$ cat src/rtl/ntt_pkg.sv
// Shared definitions for the NTT demo UART loader: vector geometry,
// modulus, ASCII byte codes, FSM state encodings and the mod-Q helper.
package ntt_pkg;

    localparam int N  = 16;
    localparam int Q  = 97;
    localparam int CW = 7;

    localparam logic [7:0] ASC_0     = 8'h30;
    localparam logic [7:0] ASC_SP    = 8'h20;
    localparam logic [7:0] ASC_COMMA = 8'h2C;
    localparam logic [7:0] ASC_CR    = 8'h0D;
    localparam logic [7:0] ASC_LF    = 8'h0A;

    typedef enum logic [1:0] {
        P_IDLE,
        P_NUM,
        P_SEP,
        P_DISCARD
    } parse_state_t;

    typedef enum logic [1:0] {
        RX_IDLE,
        RX_START,
        RX_DATA,
        RX_STOP
    } rx_state_t;

    // Constant-modulus reduction of a parsed value (max 999) into 0..Q-1.
    function automatic logic [CW-1:0] mod_q(input logic [9:0] a);
        logic [9:0] r;
        r = a % 10'(Q);
        return r[CW-1:0];
    endfunction

endpackage

$ cat src/rtl/ntt_uart_loader_if.sv
// Loader-side signal bundle: serial input plus the committed vector and
// its status strobes. The loader is the slave, the surrounding top or
// bench the master.
interface ntt_uart_loader_if;
    import ntt_pkg::*;

    logic              uart_rx;
    logic [N*CW-1:0]   coeffs;
    logic              coeff_valid;
    logic              parse_err;
    logic              busy;

    modport slave (
        input  uart_rx,
        output coeffs,
        output coeff_valid,
        output parse_err,
        output busy
    );

    modport master (
        output uart_rx,
        input  coeffs,
        input  coeff_valid,
        input  parse_err,
        input  busy
    );

endinterface

$ cat src/rtl/uart_rx.sv
// 8N1 UART receiver: two-flop synchroniser, idle-line arming after reset,
// down-counting baud timer and a start/data/stop bit FSM. Emits one-cycle
// byte_valid or frame_err strobes, counterpart of the uart_tx module.
module uart_rx
    import ntt_pkg::*;
#(
    parameter int CLKS_PER_BIT = 868
) (
    input  logic       clk,
    input  logic       rst,
    input  logic       i_rx,
    output logic [7:0] o_rx_data,
    output logic       o_byte_valid,
    output logic       o_frame_err
);

    localparam int CNT_W = $clog2(CLKS_PER_BIT);
    localparam logic [CNT_W-1:0] BIT_LOAD  = CNT_W'(CLKS_PER_BIT - 1);
    localparam logic [CNT_W-1:0] HALF_LOAD = CNT_W'(CLKS_PER_BIT / 2 - 1);

    logic [1:0]       r_sync;
    logic             r_rx_d;
    logic             r_armed;
    logic [CNT_W-1:0] r_arm_cnt;
    logic [CNT_W-1:0] r_baud_cnt;
    logic [2:0]       r_bit_idx;
    logic [7:0]       r_shift;
    logic [7:0]       r_data;
    logic             r_byte_valid;
    logic             r_frame_err;
    rx_state_t        r_state;
    logic             w_rx;

    assign w_rx = r_sync[1];

    // Bring the asynchronous line into clk; reset to idle-high so no false edge.
    always_ff @(posedge clk) begin
        if (rst) begin
            r_sync <= 2'b11;
            r_rx_d <= 1'b1;
        end else begin
            r_sync <= {r_sync[0], i_rx};
            r_rx_d <= w_rx;
        end
    end

    // Arm on a full bit period of idle line, then run the bit FSM.
    always_ff @(posedge clk) begin
        if (rst) begin
            r_state      <= RX_IDLE;
            r_armed      <= 1'b0;
            r_arm_cnt    <= BIT_LOAD;
            r_baud_cnt   <= '0;
            r_bit_idx    <= '0;
            r_shift      <= '0;
            r_data       <= '0;
            r_byte_valid <= 1'b0;
            r_frame_err  <= 1'b0;
        end else begin
            r_byte_valid <= 1'b0;
            r_frame_err  <= 1'b0;

            if (!r_armed) begin
                if (!w_rx)
                    r_arm_cnt <= BIT_LOAD;
                else if (r_arm_cnt == '0)
                    r_armed <= 1'b1;
                else
                    r_arm_cnt <= r_arm_cnt - 1'b1;
            end

            case (r_state)
                RX_IDLE: begin
                    // Edge rather than level, so a low stop bit cannot retrigger.
                    if (r_armed && r_rx_d && !w_rx) begin
                        r_baud_cnt <= HALF_LOAD;
                        r_state    <= RX_START;
                    end
                end
                RX_START: begin
                    if (r_baud_cnt == '0) begin
                        if (!w_rx) begin
                            r_baud_cnt <= BIT_LOAD;
                            r_bit_idx  <= '0;
                            r_state    <= RX_DATA;
                        end else begin
                            r_state <= RX_IDLE;
                        end
                    end else begin
                        r_baud_cnt <= r_baud_cnt - 1'b1;
                    end
                end
                RX_DATA: begin
                    if (r_baud_cnt == '0) begin
                        r_shift    <= {w_rx, r_shift[7:1]};
                        r_baud_cnt <= BIT_LOAD;
                        if (r_bit_idx == 3'd7)
                            r_state <= RX_STOP;
                        else
                            r_bit_idx <= r_bit_idx + 1'b1;
                    end else begin
                        r_baud_cnt <= r_baud_cnt - 1'b1;
                    end
                end
                RX_STOP: begin
                    if (r_baud_cnt == '0) begin
                        if (w_rx) begin
                            r_data       <= r_shift;
                            r_byte_valid <= 1'b1;
                        end else begin
                            r_frame_err <= 1'b1;
                        end
                        r_state <= RX_IDLE;
                    end else begin
                        r_baud_cnt <= r_baud_cnt - 1'b1;
                    end
                end
                default: r_state <= RX_IDLE;
            endcase
        end
    end

    assign o_rx_data    = r_data;
    assign o_byte_valid = r_byte_valid;
    assign o_frame_err  = r_frame_err;

endmodule

$ cat src/rtl/ntt_uart_loader.sv
// Receive front end for the 16-point NTT demo: parses one ASCII line of
// N decimal coefficients from uart_rx and commits them atomically.
// Build option NTT_LOADER_MODQ_EN: values >= Q are reduced mod Q instead
// of rejecting the line.
//
//  state     | meaning
//  P_IDLE    | waiting for the first digit of a line
//  P_NUM     | accumulating digits of coefficient idx
//  P_SEP     | idx values stored, between numbers
//  P_DISCARD | line rejected, dropping bytes until LF
module ntt_uart_loader
    import ntt_pkg::*;
#(
    parameter int CLK_FREQ = 100_000_000,
    parameter int BAUD     = 115200
) (
    input  logic clk,
    input  logic rst,
    ntt_uart_loader_if.slave bus
);

    localparam int CLKS_PER_BIT = CLK_FREQ / BAUD;
    localparam int IDX_W        = $clog2(N);

    logic [7:0]        w_rx_data;
    logic              w_byte_valid;
    logic              w_frame_err;
    logic              w_is_digit;
    logic              w_is_sep;
    logic              w_is_cr;
    logic              w_is_lf;
    logic [3:0]        w_digit;
    logic [9:0]        w_acc_next;
    logic [CW-1:0]     w_store_val;
    logic              w_store_bad;

    parse_state_t      r_state;
    logic [9:0]        r_acc;
    logic [1:0]        r_dcnt;
    logic [IDX_W:0]    r_idx;
    logic [CW-1:0]     r_stage [N];
    logic [N*CW-1:0]   r_coeffs;
    logic              r_coeff_valid;
    logic              r_parse_err;

    uart_rx #(
        .CLKS_PER_BIT (CLKS_PER_BIT)
    ) u_rx (
        .clk          (clk),
        .rst          (rst),
        .i_rx         (bus.uart_rx),
        .o_rx_data    (w_rx_data),
        .o_byte_valid (w_byte_valid),
        .o_frame_err  (w_frame_err)
    );

    assign w_is_digit = (w_rx_data >= ASC_0) && (w_rx_data <= ASC_0 + 8'd9);
    assign w_is_sep   = (w_rx_data == ASC_SP) || (w_rx_data == ASC_COMMA);
    assign w_is_cr    = (w_rx_data == ASC_CR);
    assign w_is_lf    = (w_rx_data == ASC_LF);
    // ASCII digits sit at 0x30..0x39, so the low nibble is the value.
    assign w_digit    = w_rx_data[3:0];
    assign w_acc_next = r_acc * 10'd10 + {6'd0, w_digit};

`ifdef NTT_LOADER_MODQ_EN
    assign w_store_val = mod_q(r_acc);
    assign w_store_bad = 1'b0;
`else
    assign w_store_val = r_acc[CW-1:0];
    assign w_store_bad = (r_acc >= 10'(Q));
`endif

    // Line parser: one decision per received byte, registered strobes.
    always_ff @(posedge clk) begin
        if (rst) begin
            r_state       <= P_IDLE;
            r_acc         <= '0;
            r_dcnt        <= '0;
            r_idx         <= '0;
            r_coeffs      <= '0;
            r_coeff_valid <= 1'b0;
            r_parse_err   <= 1'b0;
        end else begin
            r_coeff_valid <= 1'b0;
            r_parse_err   <= 1'b0;

            if (w_frame_err) begin
                r_parse_err <= 1'b1;
                r_state     <= P_DISCARD;
            end else if (w_byte_valid && !w_is_cr) begin
                case (r_state)
                    P_IDLE: begin
                        if (w_is_digit) begin
                            r_acc   <= {6'd0, w_digit};
                            r_dcnt  <= 2'd1;
                            r_idx   <= '0;
                            r_state <= P_NUM;
                        end else if (!(w_is_sep || w_is_lf)) begin
                            r_parse_err <= 1'b1;
                            r_state     <= P_DISCARD;
                        end
                    end
                    P_NUM: begin
                        if (w_is_digit) begin
                            if (r_dcnt < 2'd3) begin
                                r_acc  <= w_acc_next;
                                r_dcnt <= r_dcnt + 1'b1;
                            end else begin
                                r_parse_err <= 1'b1;
                                r_state     <= P_DISCARD;
                            end
                        end else if (w_is_sep) begin
                            if (w_store_bad) begin
                                r_parse_err <= 1'b1;
                                r_state     <= P_DISCARD;
                            end else begin
                                r_stage[r_idx[IDX_W-1:0]] <= w_store_val;
                                r_idx   <= r_idx + 1'b1;
                                r_state <= P_SEP;
                            end
                        end else if (w_is_lf) begin
                            // Last value goes straight into coeffs alongside the staged ones.
                            if (w_store_bad || r_idx != (IDX_W+1)'(N-1)) begin
                                r_parse_err <= 1'b1;
                            end else begin
                                for (int i = 0; i < N; i++)
                                    r_coeffs[i*CW +: CW] <= ((IDX_W+1)'(i) == r_idx) ?
                                                            w_store_val : r_stage[i];
                                r_coeff_valid <= 1'b1;
                            end
                            r_state <= P_IDLE;
                        end else begin
                            r_parse_err <= 1'b1;
                            r_state     <= P_DISCARD;
                        end
                    end
                    P_SEP: begin
                        if (w_is_digit) begin
                            if (r_idx == (IDX_W+1)'(N)) begin
                                r_parse_err <= 1'b1;
                                r_state     <= P_DISCARD;
                            end else begin
                                r_acc   <= {6'd0, w_digit};
                                r_dcnt  <= 2'd1;
                                r_state <= P_NUM;
                            end
                        end else if (w_is_lf) begin
                            if (r_idx == (IDX_W+1)'(N)) begin
                                for (int i = 0; i < N; i++)
                                    r_coeffs[i*CW +: CW] <= r_stage[i];
                                r_coeff_valid <= 1'b1;
                            end else begin
                                r_parse_err <= 1'b1;
                            end
                            r_state <= P_IDLE;
                        end else if (!w_is_sep) begin
                            r_parse_err <= 1'b1;
                            r_state     <= P_DISCARD;
                        end
                    end
                    P_DISCARD: begin
                        if (w_is_lf)
                            r_state <= P_IDLE;
                    end
                    default: r_state <= P_IDLE;
                endcase
            end
        end
    end

    assign bus.coeffs      = r_coeffs;
    assign bus.coeff_valid = r_coeff_valid;
    assign bus.parse_err   = r_parse_err;
    assign bus.busy        = (r_state != P_IDLE);

endmodule

$ cat src/flat_wrapper.sv
// flat-port wrapper written by rule: the top's interface ports become plain ports
module ntt_uart_loader_flat import ntt_pkg::*;
#(
    parameter int CLK_FREQ = 100_000_000,
    parameter int BAUD     = 115200
)
  (clk, rst, bus_uart_rx, bus_coeffs, bus_coeff_valid, bus_parse_err, bus_busy);
  ntt_uart_loader_if bus_i ();
  input  logic clk;
  input  logic rst;
  input wire logic [$bits(bus_i.uart_rx)-1:0] bus_uart_rx;
  output wire logic [$bits(bus_i.coeffs)-1:0] bus_coeffs;
  output wire logic [$bits(bus_i.coeff_valid)-1:0] bus_coeff_valid;
  output wire logic [$bits(bus_i.parse_err)-1:0] bus_parse_err;
  output wire logic [$bits(bus_i.busy)-1:0] bus_busy;
  assign bus_i.uart_rx = bus_uart_rx;
  assign bus_coeffs = bus_i.coeffs;
  assign bus_coeff_valid = bus_i.coeff_valid;
  assign bus_parse_err = bus_i.parse_err;
  assign bus_busy = bus_i.busy;
  ntt_uart_loader #(.CLK_FREQ(CLK_FREQ), .BAUD(BAUD)) u_core (.clk(clk), .rst(rst), .bus(bus_i));
endmodule
$ cat config.mk
export PLATFORM = sky130hd
export DESIGN_NAME = ntt_uart_loader_flat
export DESIGN_NICKNAME = d
export VERILOG_FILES = /design/src/rtl/ntt_pkg.sv /design/src/rtl/ntt_uart_loader_if.sv /design/src/rtl/uart_rx.sv /design/src/rtl/ntt_uart_loader.sv /design/src/flat_wrapper.sv
export SDC_FILE = /design/constraint.sdc
export NUM_CORES = 1
export LEC_CHECK = 0
export BUFFER_PORTS_ARGS = -buffer_cell sky130_fd_sc_hd__buf_2
export CAP_MARGIN = 40
export CELL_PAD_IN_SITES_DETAIL_PLACEMENT = 1
export CELL_PAD_IN_SITES_GLOBAL_PLACEMENT = 1
export CORE_MARGIN = 3
export CORE_UTILIZATION = 43
export CTS_BUF_LIST = sky130_fd_sc_hd__clkbuf_8
export CTS_CLUSTER_SIZE = 40
export DETAILED_ROUTE_END_ITERATION = 6
export GPL_TIMING_DRIVEN = 0
export PLACE_DENSITY = 0.85
export SLEW_MARGIN = 10
export SYNTH_ARGS = -nofsm -noshare
export SYNTH_HDL_FRONTEND = slang
export SYNTH_SLANG_ARGS = --single-unit
$ cat constraint.sdc
create_clock -name clk -period 3.1 [get_ports clk]
set_input_delay 0.31 -clock clk [delete_from_list [all_inputs] [get_ports clk]]
set_output_delay 0.31 -clock clk [all_outputs]
set_load 0.05 [all_outputs]
; ---- Yosys cells after proc, flatten, opt, wreduce, memory -nomap -nowiden
; Memories as Yosys holds them, arrays and structs flattened.
; Index checks and enable logic that the tools add are counted.
[totals]
register_bits = 180
ram_bits = 112
out_inout_bits = 115
elab_cells = 235
n_memories = 1
[mem_list]
columns = memory, depth, width, rd, rd_clocked_by_memory_dff, write_ports, line_no
row1 = u_core.r_stage, 16, 7, 16, 0, 1, ntt_uart_loader.sv:41  ; logic [CW-1:0] r_stage [N];
[op_classes]
addsub = 6
multipliers = 1
n_lt_le_gt_ge = 4
n_eq_ne = 56
muxes = 112
n_bitwise = 5
n_reduce_logical = 32
[op_table]
columns = cell, count
row1 = $mux 112, 7
row2 = $pmux 112 s2, 1
row3 = $mux 10, 12
row4 = $mux 7, 16
row5 = $mux 2, 24
row6 = $eq 4x5->1 const A, 8
row7 = $pmux 10 s4, 1
row8 = $mux 1, 35
row9 = $ne 2x2->1 const B, 15
row10 = $pmux 10 s3, 1
row11 = $eq 3x5->1 const A, 4
row12 = $logic_not 10->1, 2
row13 = $mux 5, 4
row14 = $sub 10x1->10 const B, 2
row15 = $eq 8x4->1 const B, 2
row16 = $eq 8x6->1 const B, 2
row17 = $ne 2x1->1 const B, 8
row18 = $pmux 2 s4, 2
row19 = $reduce_and 5->1, 3
row20 = $mux 3, 4
row21 = $add 10x4->10, 1
row22 = $eq 2x5->1 const A, 2
row23 = $ge 10x7->1 const B, 1
row24 = $mul 10x3->9 const B, 1
row25 = 35 further kinds, 58

; ---- Longest topological paths before layout
; Gate-level depths: netlist of run 1.
[depth]
ltp_word = 9
mapped_depth = 10

; ---- Modules after synthesis
; From an unflattened synthesis of run 1, not the netlist that was laid out.
[hier_totals]
cells_unflattened = 1260
hier_area_um2 = 12652.1
[by_module_without_submodules]
columns = mod, n_inst, cells_per_inst, area_each_um2, seq_area_each_um2
row1 = ntt_uart_loader, 1, 993, 10372.4, 6025.8
row2 = uart_rx, 1, 267, 2279.7, 940.9

; ---- Worst setup path before layout of run 1
; No wires, ideal clock.
[synth_path]
path_type = register -> register
from = reg u_core.r_acc[1]
to = mem u_core.r_stage[10][0] (enable)
setup_time_ps = 326
t_arrival_ps = 2594
required_time_ps = 2774
setup_slack_ps = 180
path_stages_with_launch = 8
path_buffers = 1
synth_period_minus_slack_ps = 2920
path_cell_list = dfxtp_1 > clkbuf_1 > or4_1 > o211ai_2 > nand3_1 > or4_1 > nor3b_1 > and2_1
[synth_between]
elab_chain_cells = 9
[synth_rtl]
columns = element, line_no
row1 = start: declaration, ntt_uart_loader.sv:38  ; logic [9:0] r_acc;
row2 = start signal: assignment, ntt_uart_loader.sv:94  ; r_acc <= {6'd0, w_digit};
row3 = start signal: assignment, ntt_uart_loader.sv:106  ; r_acc <= w_acc_next;
row4 = start signal: assignment, ntt_uart_loader.sv:143  ; r_acc <= {6'd0, w_digit};
row5 = $ge 10x7->1, ntt_uart_loader.sv:70  ; assign w_store_bad = (r_acc >= 10'(Q));
row6 = $mux 1, ntt_uart_loader.sv:113  ; if (w_store_bad) begin
row7 = $mux 1, ntt_uart_loader.sv:112  ; end else if (w_is_sep) begin
row8 = $mux 1, ntt_uart_loader.sv:104  ; if (w_is_digit) begin
row9 = $mux 1, ntt_uart_loader.sv:91  ; case (r_state)
row10 = $mux 1, ntt_uart_loader.sv:90  ; end else if (w_byte_valid && !w_is_cr) begin
row11 = $mux 1, ntt_uart_loader.sv:87  ; if (w_frame_err) begin
row12 = $mux 1, ntt_uart_loader.sv:75  ; if (rst) begin
row13 = $mux 1 (implied by the code), ntt_uart_loader.sv:117  ; r_stage[r_idx[IDX_W-1:0]] <= w_store_val;
row14 = end: declaration, ntt_uart_loader.sv:41
; No other way between the ends.

; ---- Worst setup path in the final report of run 1
[layout_path]
from = reg u_core.r_acc[1]
to = reg u_core.r_coeffs[104], in the netlist u_core.bus.coeffs[104]
[layout_between]
elab_chain_cells = 4
[layout_rtl]
columns = element, line_no
row1 = $ge 10x7->1, ntt_uart_loader.sv:70
row2 = $logic_or 1x1->1, ntt_uart_loader.sv:123  ; if (w_store_bad || r_idx != (IDX_W+1)'(N-1)) begin
row3 = $ne 2x2->1 (no source line), -
row4 = $reduce_and 10->1 (no source line), -
row5 = end signal: indexed assignment, ntt_uart_loader.sv:127  ; r_coeffs[i*CW +: CW] <= ((IDX_W+1)'(i) == r_idx) ?
row6 = end signal: indexed assignment, ntt_uart_loader.sv:150  ; r_coeffs[i*CW +: CW] <= r_stage[i];
row7 = end: declaration, ntt_uart_loader.sv:42  ; logic [N*CW-1:0] r_coeffs;
; No other way between the ends.
; A chain may end at the register's enable or synchronous reset.

==> summary.txt, run 1 <==
Cells and area
  – Fillers: 3169
  – Multi-input logic area: about 5100 um^2
  – Layout cells sized above 1: 18.58%
  – Reg area: 6973 um^2
  – Area Overhead vs Synth: 19.67%
  – Number of inserted diodes: 0
  – Nets: 1480
  – Design Area, Final: 14910 um^2
  – Final Util: 52.95%
  – Non-filler instance count after layout: 1858

Power
  – Clk pwr share: 43.3%
  – Sequential share of power: 52.5%
  – Sw Pwr: between 1500 and 2000 uW
  – Pint: between 5000 and 6000 uW
  – LEAKAGE: 0.005709 uW
  – Sw Ratio: 24.09%
  – Peak VDD IR: between 200 and 300 uV
  – Logic pwr share: 4.2%
  – Cell Pwr Density: between 500 and 600 nW/um^2
  – Pwr Total: about 7600 uW

Clocking
  – Clock root buffer: clkbuf_8
  – Clock latency on the worst-skew pair: approximately 600 ps
  – TritonCTS Buffers: 48
  – CTS Sinks: 292
  – CTS tree: done
  – Clock-pin slew on the worst setup and hold paths: roughly 70 ps
  – Clk buf depth: 3
  – Htree depth: 2

Placement
  – Post-Place Cell Area: between 10000 and 15000 um^2
  – Detailed Place HPWL: about 28000 um
  – Placed cell count: 1765
  – IO buf count: 116
  – Routability cong.: approximately 0.85

Die
  – Die area: 31060 um^2
  – Core area: 28160 um^2
  – Initial Utilization: 44.24%
  – Ports: 118
  – Die Span Y: 176.2 um
  – Die W: 176.2 um
  – Row count: 61

Min path
  – Worst min path class: in2reg

Status
  – Run status: complete, but fails checks
  – Failing checks: negative setup slack

Synthesis
  – Syn_nets: 1298
  – Post-Syn Area: 12460 um^2
  – Syn Area/Cell: 9.897 um^2
  – Async SR Flop Fraction: 0%
  – Synth cell types: 59
  – Count leader, synth: dfxtp_1
  – Post-synth EDFFs: 112
  – Yosys top cell by area: dfxtp_1
  – Commonest cells in the synthesized netlist: 180 x dfxtp_1, 169 x nor2_1, 166 x nand2_1
  – Top cells by area, synth: dfxtp_1 29%, edfxtp_1 27%, a311oi_1 7.5%
  – Mapped Cells: 1259
  – Sequential-to-total area share from yosys stat: 55.91%
  – Yosys top cell area share: approximately 29%
  – Synthesis Warnings: 0
  – Yosys reg bits: 292
  – Main synth FF type: dfxtp_1

Detailed routing
  – Iter 0 DRT Violations: 980
  – DRT Pass-1 Iters: 5
  – Final ANT Viol Nets: 0
  – Residual DRC: 0
  – WL per Instance: around 23 um
  – Via density: between 5 and 6
  – Vias post-DR: ~11000
  – Total Wirelength: roughly 43000 um

Global routing
  – Vias in the first global route: 11590
  – Total global-route track usage: 26.95%
  – Largest net degree at the start of global routing: 24
  – First-pass GRT wire length: 65170 um
  – Initial antenna violation count: 0
  – Total global routing overflow: 0

Timing
  – Clock Skew: 53.26 ps
  – Hold Vio Cnt, Final: 0
  – Fin crit period: 3219 ps
  – Tcrit/Tclk final: 103.8%
  – Post-route setup slack: -118.6 ps
  – RSZ-0062 raised after global routing: true
  – Max-slew violations: 0
  – Max Fclk: 310.7 MHz
  – Actual slew at the worst max-slew pin: 992.0 ps
  – Final setup fails: 1
  – Setup total negative slack: -118.6 ps
  – Max_slew headroom: 33.87%

Setup path
  – Element type at the critical path start: register
  – Kind of critical path: reg2reg
  – Critical path, cell by cell: buf_16, or4_1, o211ai_2, nand4_1, a221oi_4, buf_4, clkbuf_4, nor2_1, a311oi_1
  – Max incr delay on CP: 560 ps
  – Data arrival, critical path: approximately 3700 ps
  – Data required, critical path: 3550 ps
  – Crit-path slowest cell: or4_1
  – Worst path bufs/invs: 3
  – CP max FO: 23
  – Critical Path End Type: register
  – Cell family with most CP delay: compound AO/OA/AOI/OAI gates

Job
  – Max_cap viols: 0
[layer usage]
metal	global-route usage, %	vias to the layer above	routed length [um]
met3	4.817	187	2782
met5	0	-	0
li1	-	4950	-
met2	46.28	531	21250
met4	15.08	0	2240
met1	31.87	5478	16810
[cell families (layout without fill, tap and decap cells)]
logic type | Yosys count | after routing | synth area share, %
fa+ha+maj | 36 | 36 | 3.735
simple gates | 550 | 550 | 19.99
xor+xnor | 23 | 23 | 1.617
buf+inv | 125 | 346 | 4.157
flops | 292 | 292 | 55.91
compound gates | 218 | 218 | 13.39
mux | 15 | 15 | 1.205
[sequential cells by signal (all words and copies together), names as in the netlist, named ones only]
| signal | cells |
|---|---|
| u_core.bus.coeffs | 112 |
| u_core.r_stage | 112 |
| u_core.r_acc | 10 |
| u_core.u_rx.r_arm_cnt | 10 |
| u_core.u_rx.r_baud_cnt | 10 |
| u_core.u_rx.o_rx_data | 8 |
| u_core.u_rx.r_shift | 8 |
| u_core.r_idx | 5 |
| u_core.u_rx.r_bit_idx | 3 |
| u_core.r_dcnt | 2 |
| u_core.r_state | 2 |
| u_core.u_rx.r_sync | 2 |
| u_core.bus.coeff_valid | 1 |
| u_core.bus.parse_err | 1 |
| u_core.u_rx.o_byte_valid | 1 |
| u_core.u_rx.o_frame_err | 1 |
| u_core.u_rx.r_armed | 1 |
| u_core.u_rx.r_rx_d | 1 |
| u_core.u_rx.r_state | 1 |
[placed cells by master (no fill, tap or decap), types with 6 or more instances in the layout]
cell type	netlist	routed
a211oi_1	18	18
a21oi_1	36	36
a311oi_1	107	100
a311oi_2	0	7
and2_2	0	7
and2_4	0	9
buf_16	0	6
buf_2	18	130
buf_4	5	14
clkbuf_1	70	62
clkbuf_8	0	59
dfxtp_1	180	177
edfxtp_1	112	112
ha_1	34	33
inv_1	27	53
mux2i_1	15	15
nand2_1	166	166
nand3_1	129	128
nor2_1	169	167
nor3_1	18	16
o21ai_0	18	17
xnor2_1	14	14
xor2_1	9	8
[cell type report]
class,count,area share [%]
plain buffers,93,2.794
clock buffers,59,5.446
clock inverters,30,0.8139
inverters,27,0.6796
multi-input cells,842,34.44
flip-flops and latches,292,46.76
well taps,378,3.172
repair buffers,137,5.890
[what timing repair did]
action,CTS,global route
resized for setup,27,41
hold endpoints to repair,1,0
pin swaps,2,8
buffers inserted,2,6
hold buffers,1,0
endpoints found under the setup margin,226,228
[through the flow]
stage / hold WS, ps / setup slack, ps
2_1_floorplan: 389.5 / 179.9
3_3_place_gp: 394.1 / -1008
3_5_place_dp: 428.5 / -1097
4_1_cts: 208.2 / -4.718
5_1_grt: 258.7 / -161.2
6_report: 232.6 / -118.6
[power by group through the flow]
stage                     clock [uW]  sequential (uW)  combinational (uW)
final                           3300             4000                 322
after global routing            3500             4000                 358
after detailed placement           0             4080                 308
after CTS                       3320             4000                 312
after global placement             0             4080                 294
after floorplan                    0             4080                 226
[final timing paths]
check | depth (start not counted) | slack (ps) | from | endpoint
worst max-delay path | 9 | -120 | u_core.r_acc[1] | u_core.bus.coeffs[104]
worst min-delay path | 2 | 230 | rst | u_core.u_rx.r_rx_d
worst max register to register | 9 | -120 | u_core.r_acc[1] | u_core.bus.coeffs[104]
worst min register to register | 1 | 440 | u_core.u_rx.r_sync[0] | u_core.u_rx.r_sync[1]
No activity file was read; power rests on OpenSTA's default activity.
==> run 2, diff against run 1 <==
- CORE_UTILIZATION: 43 -> 42
- CTS_BUF_LIST: sky130_fd_sc_hd__clkbuf_8 -> unset
- PLACE_DENSITY: 0.85 -> unset
- PLACE_DENSITY_LB_ADDON: unset -> 0.1
==> run 2 against run 1 <==
Compared with the run above: the run now ends clean; via count down 6.2%; total power up 7.8%; global-route usage down 2.2 points; critical path depth down 3; register-to-register slack better by 190 ps; critical path type unchanged; critical endpoint is now u_core.r_stage[11][5].
==> summary.txt, run 2 (synthesized netlist as in run 1, its figures left out) <==
Placement
  – Routability cong.: 0.8642 (+1.6%)
  – Detailed Place HPWL: 27720 um (-1.7%)
  – Pre-CTS WS: -958.3 ps (+138.6 ps)
  – IO buf count: 116 (unchanged)

Global routing
  – Vias in the first global route: 10590 (-8.6%)
  – Total global routing overflow: 0 (unchanged)
  – Largest net degree at the start of global routing: 24 (unchanged)
  – First-pass GRT wire length: 60930 um (-6.5%)
  – Total global-route track usage: 24.78% (-2.2 points)
  – Initial antenna violation count: 0 (unchanged)

Clocking
  – Clock-pin slew on the worst setup and hold paths: 60 ps (about the same)
  – Clk buf depth: 3 (unchanged)
  – Htree depth: 2 (unchanged)
  – TritonCTS Buffers: 34 (-29%)
  – CTS tree: done
  – Clock root buffer: clkbuf_16
  – Clock latency on the worst-skew pair: 510 ps (-90 ps)
  – CTS Sinks: 292 (unchanged)

Timing
  – Clock Skew: 16.95 ps (-36.31 ps)
  – Hold Vio Cnt, Final: 0 (unchanged)
  – Tcrit/Tclk final: 97.72% (-6.1 points)
  – Fin crit period: 3029 ps (-189.3 ps)
  – Max_slew headroom: 33.90% (about the same)
  – Actual slew at the worst max-slew pin: 991.5 ps (-0.4475 ps)
  – Post-route setup slack: 70.70 ps (+189.3 ps)
  – Final setup fails: 0 (-1)
  – Setup total negative slack: 0 ps (+118.6 ps)
  – Max-slew violations: 0 (unchanged)
  – Max Fclk: 330.1 MHz (+6.2%)

Die
  – Die area: 31770 um^2 (+2.3%)
  – Row count: 62 (+1.6%)
  – Ports: 118 (unchanged)
  – Die Span Y: 178.2 um (+1.1%)
  – Die W: 178.2 um (+1.1%)
  – Initial Utilization: 43.06% (-1.2 points)
  – Core area: 28940 um^2 (+2.7%)

Setup path
  – Flop2flop setup slack: 70 ps (+190 ps)
  – Data arrival, critical path: 3240 ps (-430 ps)
  – Worst path bufs/invs: 0 (-3)
  – Element type at the critical path start: register
  – Data required, critical path: 3310 ps (-240 ps)
  – FF-to-FF path depth: 6 (-3)
  – Critical R2R Capture: u_core.r_stage[11][5]
  – Max incr delay on CP: 670 ps (+110 ps)
  – Cell family with most CP delay: simple AND/OR/NAND/NOR gates
  – Crit-path slowest cell: or4_1
  – Critical Path End Type: register
  – Critical path, cell by cell: or4_1, nor4b_4, nand3_1, or4_4, nor3b_4, and2_4
  – R2R Path Start: u_core.u_rx.o_rx_data[7]
  – CP max FO: 7 (-70%)
  – Kind of critical path: reg2reg

Detailed routing
  – DRT Pass-1 Iters: 5 (unchanged)
  – Iter 0 DRT Violations: 766 (-22%)
  – WL per Instance: 21.36 um (-7.9%)
  – Total Wirelength: 39230 um (-8.9%)
  – Via density: 5.692 (-5.1%)
  – Vias post-DR: 10450 (-6.2%)
  – Residual DRC: 0 (unchanged)
  – Final ANT Viol Nets: 0 (unchanged)

Cells and area
  – Commonest non-fill, non-tap cell in the layout: dfxtp_1
  – Most frequent cells in the layout: 176 x dfxtp_1, 167 x nor2_1, 166 x nand2_1, 135 x buf_2, 129 x nand3_1
  – Number of inserted diodes: 0 (unchanged)
  – Area Overhead vs Synth: 19.81%
  – Nets: 1466 (-0.95%)
  – Layout cells sized above 1: 17.01% (-1.6 points)

Min path
  – Worst min path class: in2reg
  – Hold depth: 2 (unchanged)
  – Hold_sp: rst
  – Hold EP: u_core.u_rx.r_rx_d

Job
  – Max_cap viols: 0 (unchanged)

Power
  – Peak VDD IR: 418.4 uV (+41%)
  – LEAKAGE: 0.005618 uW (-1.6%)
  – Cell Pwr Density: 550.0 nW/um^2 (+7.6%)

Status
  – Run status: complete, no violations
run 2: changes by cell type in the layout (fill, tap and decap cells not counted), moves of 4 or more:
cell       change
buf_6          +4
buf_16         -5
clkbuf_1       +9
a311oi_2       -5
clkinv_1       +6
a311oi_1       +5
and2_2         +5
inv_1         -26
buf_2          +5
buf_8          +5
clkbuf_8      -57
and2_4         -5
clkbuf_16     +36
buf_4          -5
run 2: area by class of cell:
type / instances / area [um^2]
well taps: 384 / 480.5
plain buffers: 92 / 397.9
clock buffers: 47 / 965.9
inverters: 27 / 101.3
multi-input cells: 842 / 5059
repair buffers: 138 / 834.6
fillers: 3325 / 14010
clock inverters: 14 / 116.4
flip-flops and latches: 292 / 6974
run 2: power breakdown:
part / switching (uW) / leakage (uW) / internal [uW] / total (uW)
logic: 220 / 0.00259 / 95.0 / 315
clock network: 1550 / 0.000534 / 2340 / 3900
registers: 24.9 / 0.00249 / 3970 / 4000
total: 1800 / 0.00562 / 6410 / 8210
run 2: how the worst max path moves through the flow:
stage	start	end	slack (ps)	cells past startpoint
final	u_core.u_rx.o_rx_data[7]	u_core.r_stage[11][5]	70	6
after global routing	u_core.r_acc[3]	u_core.bus.coeffs[93]	-20	8
after CTS	u_core.r_acc[4]	u_core.r_stage[4][1]	20	7
after detailed placement	u_core.r_acc[2]	u_core.r_stage[11][2]	-960	8
after global placement	u_core.r_acc[2]	u_core.r_stage[9][2]	-1070	7
after floorplan	u_core.r_acc[1]	u_core.r_stage[10][0]	180	7
run 2: worst register-to-register path, delay by kind of cell, from the launching register on:
kind | cells | cell delay, ps
and+or+nand+nor | 6 | 2400
DFF | 1 | 330
run 2: stage by stage:
step	power [uW]	cell area (um^2)	util [%]	hold slack (ps)	instances
3_5_place_dp	4392	13720	47.43	405.2	1775
4_1_cts	8283	14870	51.38	174.4	1832
6_report	8211	14930	51.60	171.4	1836
3_3_place_gp	4384	13520	46.73	404.1	1759
5_1_grt	8486	14930	51.60	202.4	1836
2_1_floorplan	4301	12460	-	389.5	1259
run 2: metal layers:
layer / global-route usage (%) / share of wire [%]
met1: 33.46 / 45
met2: 41.36 / 48
met3: 3.640 / 4.3
met4: 7.468 / 2.8
met5: 0 / 0
run 2: what timing repair did:
action,CTS,global route
hold buffers,1,0
pin swaps,2,6
cloned,0,0
setup buffers,1,4
hold endpoints to repair,1,0
endpoints found under the setup margin,226,225
resized for setup,30,11
